File: src/rtl/dma_addr_count_regs.sv
// dma_addr_count_regs: 8237A-style per-channel base/current address and word-count
// registers with byte pointer flip-flop, read-back bus and terminal-count detection.
module dma_addr_count_regs (
  input  logic        clk_i,
  input  logic        rst_ni,
  input  logic        cs_ni,
  input  logic        hlda_i,
  input  logic [3:0]  write_base_addr_cmd_i,
  input  logic [3:0]  read_curr_addr_cmd_i,
  input  logic [3:0]  write_base_wc_cmd_i,
  input  logic [3:0]  read_curr_wc_cmd_i,
  input  logic        clear_byte_pointer_cmd_i,
  input  logic        set_byte_pointer_cmd_i,
  input  logic        master_clear_cmd_i,
  input  logic [7:0]  db_in_i,
  output logic [7:0]  db_out_o,
  output logic        db_oe_o,
  input  logic        update_i,
  input  logic [1:0]  update_ch_i,
  input  logic        addr_dec_i,
  input  logic        autoinit_i,
  output logic [15:0] curr_addr_o,
  output logic        tc_o
);
  logic [15:0] base_addr_q [4];
  logic [15:0] base_addr_d [4];
  logic [15:0] curr_addr_q [4];
  logic [15:0] curr_addr_d [4];
  logic [15:0] base_wc_q [4];
  logic [15:0] base_wc_d [4];
  logic [15:0] curr_wc_q [4];
  logic [15:0] curr_wc_d [4];
  logic [18:0] lvl, prev_q, rise;
  logic [3:0]  wba, rca, wbw, rcw, bsel;
  logic        cbp, sbp, mclr, rd_lvl, upd_ok;
  logic        first_q, ff_q, ff_d, oe_q, oe_d, tc_q, tc_d;
  logic [7:0]  db_q, db_d;

  // unqualified strobes may be X, so they are forced to 0 before edge detection
  assign lvl = (!cs_ni && !hlda_i) ? {write_base_addr_cmd_i, read_curr_addr_cmd_i,
    write_base_wc_cmd_i, read_curr_wc_cmd_i, clear_byte_pointer_cmd_i,
    set_byte_pointer_cmd_i, master_clear_cmd_i} : '0;
  // the first cycle after reset only primes the samples, so a held strobe is not an edge
  assign rise = first_q ? '0 : lvl & ~prev_q;
  assign {wba, rca, wbw, rcw, cbp, sbp, mclr} = rise;
  assign rd_lvl = |{lvl[14:11], lvl[6:3]};
  assign bsel = {ff_q, 3'b000};
  assign upd_ok = update_i && !wba[update_ch_i] && !wbw[update_ch_i];
  assign curr_addr_o = curr_addr_q[update_ch_i];
  assign db_out_o = db_q;
  assign db_oe_o = oe_q && rd_lvl;
  assign tc_o = tc_q;

  always_comb begin
    base_addr_d = base_addr_q;
    curr_addr_d = curr_addr_q;
    base_wc_d = base_wc_q;
    curr_wc_d = curr_wc_q;
    db_d = db_q;
    tc_d = 1'b0;
    if (upd_ok) begin
      tc_d = curr_wc_q[update_ch_i] == 16'h0000;
      curr_addr_d[update_ch_i] = (tc_d && autoinit_i) ? base_addr_q[update_ch_i] :
        addr_dec_i ? curr_addr_q[update_ch_i] - 16'd1 : curr_addr_q[update_ch_i] + 16'd1;
      curr_wc_d[update_ch_i] = (tc_d && autoinit_i) ? base_wc_q[update_ch_i] :
        curr_wc_q[update_ch_i] - 16'd1;
    end
    for (int n = 0; n < 4; n++) begin
      if (wba[n]) begin
        base_addr_d[n][bsel +: 8] = db_in_i;
        curr_addr_d[n][bsel +: 8] = db_in_i;
      end
      if (wbw[n]) begin
        base_wc_d[n][bsel +: 8] = db_in_i;
        curr_wc_d[n][bsel +: 8] = db_in_i;
      end
      if (rca[n]) db_d = curr_addr_q[n][bsel +: 8];
      if (rcw[n]) db_d = curr_wc_q[n][bsel +: 8];
    end
    ff_d = (cbp || mclr) ? 1'b0 : sbp ? 1'b1 : (|{wba, rca, wbw, rcw}) ? !ff_q : ff_q;
    oe_d = (|{rca, rcw}) || (oe_q && rd_lvl);
  end

  always_ff @(posedge clk_i or negedge rst_ni) begin
    if (!rst_ni) begin
      base_addr_q <= '{default: '0};
      curr_addr_q <= '{default: '0};
      base_wc_q <= '{default: '0};
      curr_wc_q <= '{default: '0};
      prev_q <= '0;
      first_q <= 1'b1;
      ff_q <= 1'b0;
      db_q <= 8'h00;
      oe_q <= 1'b0;
      tc_q <= 1'b0;
    end else begin
      base_addr_q <= base_addr_d;
      curr_addr_q <= curr_addr_d;
      base_wc_q <= base_wc_d;
      curr_wc_q <= curr_wc_d;
      prev_q <= lvl;
      first_q <= 1'b0;
      ff_q <= ff_d;
      db_q <= db_d;
      oe_q <= oe_d;
      tc_q <= tc_d;
    end
  end
endmodule

File: config.mk
export PLATFORM = sky130hd
export DESIGN_NAME = dma_addr_count_regs
export DESIGN_NICKNAME = d
export VERILOG_FILES = /design/src/rtl/dma_addr_count_regs.sv
export SDC_FILE = /design/constraint.sdc
export NUM_CORES = 1
export LEC_CHECK = 0
export ABC_AREA = 0
export CORE_ASPECT_RATIO = 1.2
export CORE_MARGIN = 10
export CORE_UTILIZATION = 56
export DETAILED_ROUTE_END_ITERATION = 8
export PLACE_DENSITY = 0.87
export REMOVE_ABC_BUFFERS = 1
export SLEW_MARGIN = 40
export SYNTH_ARGS = -nofsm -noshare
export SYNTH_HDL_FRONTEND = slang
export SYNTH_SLANG_ARGS = --single-unit
File: constraint.sdc
create_clock -name clk_i -period 3 [get_ports clk_i]
set_input_delay 0.45 -clock clk_i [delete_from_list [all_inputs] [get_ports clk_i]]
set_output_delay 0.45 -clock clk_i [all_outputs]
set_load 0.005 [all_outputs]
==> flow_summary.toml <==
[pwr]
p_comb_share_pct = 43.4
seq_power_share_pct = 36.8
p_clk_share_pct = 19.8
swShare_pct = 37.4
leakagePower_nw = 9.07
switching_power_mw = 7.18
p_per_area_mw_per_mm2 = 1000
internal_power_mw = 12.0
vdd_drop_max_uv = 549

[die]
coreArea_mm2 = 0.0272
die_h_um = 202
rows = 66
die_w_um = 172
ios = 62
dieArea_mm2 = 0.0347
initial_core_util_pct = 56.9

[drt]
routed_via_density = 6.70
drtAntennaViolNets = 0
wl_met1_um = 18900
vias = 14900
drt-initial-drc-count = 1890
wirelength_um = 55200
dr_wl_met3_um = 7090
highest_layer = "met4"
drc = 0
dr_wl_met2_um = 25300
post_drt_wl_per_cell_um = 24.8
firstDrtPassIters = 6

[global_routing]
grt_usage_pct = 31.4
grt_overflow = 0
grt_max_degree = 84
grt_pass1_wl_um = 84500
grt_pass1_vias = 15100
antenna_found_initial = 1

[synth]
synthSimpleGateAreaFrac_pct = 20.5
synthAdderAreaFrac_pct = 1.42
synth_edf_count = 0
avgSynthCellArea_um2 = 9.43
yosysWarningCount = 0
synth_compound_area_share_pct = 15.2
synthTopCellsByArea = "dfrtp_1 (46%), nand2_1 (10%), mux4_2 (8.4%), o21ai_0 (3.4%), nor2_1 (3.3%)"
async_reset_ff_share_pct = 100
yosys_most_used_dff = "dfrtp_1"
synth.distinct_cells = 75
ys_seq_area_share_pct = 46.4
synth_top_family_by_area = "simple AND/OR/NAND/NOR gates"
yosys.area.top_type = "dfrtp_1"
synth_mux_area_share_pct = 11.8
synth_top_area_share_pct = 46.3
synth_cells = 1640
syn-cell-area_mm2 = 0.0155
synth-seq-cells = 287
synth-xor-area-share_pct = 1.42

[setup_path]
crit_family = "compound AO/OA/AOI/OAI gates"
cp_slowest_cell = "mux4_2"
worstSetupStartpointType = "flip-flop"
crit_chain = "mux4_2 -> ha_4 -> o21a_1 -> o21ai_1 -> a221o_1 -> o31a_1 -> a21oi_2 -> mux2i_2 -> o311ai_1"
end_kind = "flip-flop"
crit_arrival_ps = 3480
required_ps = 3420
worst_path_largest_cell_delay_ps = 530
worstSetupPathType = "reg2reg"
path_buf_inv = 0
critPathMaxFanout = 4

[placed_design]
hpwl_um = 39900
dp_cells = 2161
place_congestion = 1.10
portBuffers = 61

[run_status]
outcome = "finished, violations left"
failed_checks = "negative setup slack"

[cells_and_area]
nets = 1915
final_cell_mix = "nand2_1 (429), dfrtp_1 (286), buf_4 (217)"
syn2layout_area_growth_pct = 23.6
drive_gt1_share_pct = 21.1
final_common_cell = "nand2_1"
fillCellCount = 1869
utilization_pct = 70.4
layoutNonFillerInstCount = 2225

[sta]
period_share_pct = 102
setup-violations-final = 4
slew-limit-headroom_pct = 38.9
setup_slack_ps = -64.0
hold_viol = 0
max_freq_mhz = 326
rsz0062_at_grt = "yes"
slew_viol_final = 0
tightestPinTransition_ps = 913
skew_ps = 16.1
period_minus_slack_ps = 3060

[clocking]
cts_inserted_buffers = 29
cts.sinks = 287
clock-root-buffer = "clkbuf_16"
clockBufferDepth = 3
ctsHtreeMaxLevel = 1
cts_tree = "built"
clkLatencyLatePin_ps = 560
clk_pin_slew_ps = 60

[hold_path]
min_path_type = "in2reg"

[run]
maxCapViolCount = 0
==> final cells by class <==
| cell class | count | area (µm²) | area share, % |
|---|---|---|---|
| clock buffers | 37 | 806 | 4.22 |
| flip-flops and latches | 287 | 7180 | 37.6 |
| diodes | 1 | 2.50 | 0.0131 |
| well taps | 340 | 425 | 2.23 |
| multi-input cells | 1238 | 7930 | 41.5 |
| clock inverters | 16 | 193 | 1.01 |
| inverters | 13 | 48.8 | 0.255 |
| repair buffers | 293 | 2530 | 13.2 |
==> logic make-up (layout without fill, tap and decap cells) <==
group | count (synthesis) | count (layout)
AO/OA/AOI/OAI | 372 | 372
XOR/XNOR | 25 | 25
adder cells (fa/ha/maj) | 17 | 17
buffers and inverters | 115 | 359
flip-flops | 287 | 287
multiplexers | 101 | 101
other | 1 | 2
AND/OR/NAND/NOR | 722 | 722
==> cell usage after synthesis (all sizes together), types with 21 or more instances <==
cell / number
mux2i: 33
a21oi: 91
mux4: 63
nand3: 25
nor2: 138
a211oi: 28
o21ai: 120
o22ai: 27
nand2: 429
nor3: 24
and2: 21
buf: 22
clkbuf: 80
dfrtp: 286
==> tightest hold or removal path, delay by kind of cell <==
family	cells	cell delay, ps
and+or+nand+nor	2	170
buffers and inverters	1	260
==> per-stage QoR <==
stage | instance area (µm²) | setup WS, ps | power, mW | setup TNS (ps) | hold WS, ps
floorplan | 15000 | -100 | 10.9 | -607 | 154
global placement | 17900 | -379 | 14.3 | -26310 | 420
detailed placement | 17900 | -493 | 14.7 | -35560 | 420
CTS | 19000 | -29.1 | 18.6 | -86.8 | 348
global route | 19100 | -147 | 20.0 | -620 | 374
finish | 19100 | -64.0 | 19.2 | -190 | 382
==> power groups by stage <==
stage	Sequential [mW]	Clock (mW)	Combinational [mW]
floorplan	6.41	0	4.45
global placement	6.89	0	7.41
detailed placement	7.00	0	7.69
CTS	6.95	3.81	7.88
global route	7.18	3.96	8.91
finish	7.06	3.80	8.33
==> per-layer routing <==
layer	vias up	GRT usage (%)
li1	6273	-
met1	7125	37.6
met2	1192	48.9
met3	311	8.15
met4	0	20.6
met5	-	0
==> sequential cells by signal, summed over array words and instances (netlist names) <==
name and cells:
prev_q 19, base_wc_q 64, db_out_o 8, curr_addr_q 64
tc_o 1, ff_q 1, base_addr_q 64, first_q 1
curr_wc_q 64, oe_q 1
==> final timing paths <==
check                      slack [ps]                          end  cells after the start                       start
min in group asynchronous         420    base_wc_q[35]$_DFFE_PN0P_                      2                      rst_ni
hold / removal                    380  base_addr_q[43]$_DFFE_PN0P_                      3                  db_in_i[3]
hold reg to reg                   470   base_addr_q[4]$_DFFE_PN0P_                      2  base_addr_q[4]$_DFFE_PN0P_
setup reg to reg                  -60    curr_addr_q[31]$_DFF_PN0_                      9   curr_addr_q[34]$_DFF_PN0_
setup / recovery                  -60    curr_addr_q[31]$_DFF_PN0_                      9   curr_addr_q[34]$_DFF_PN0_
max in group asynchronous        1770    curr_addr_q[22]$_DFF_PN0_                      3                      rst_ni
==> timing repair <==
item                       4_1_cts  5_1_grt
setup endpoints to repair       26       32
hold endpoints to repair        55        0
gates cloned                     0        0
hold buffers                     1        0
resized for setup               16       20
buffers inserted                 0        9
pin swaps                        3       11
Note: power is estimated with default switching activity, not from simulation.
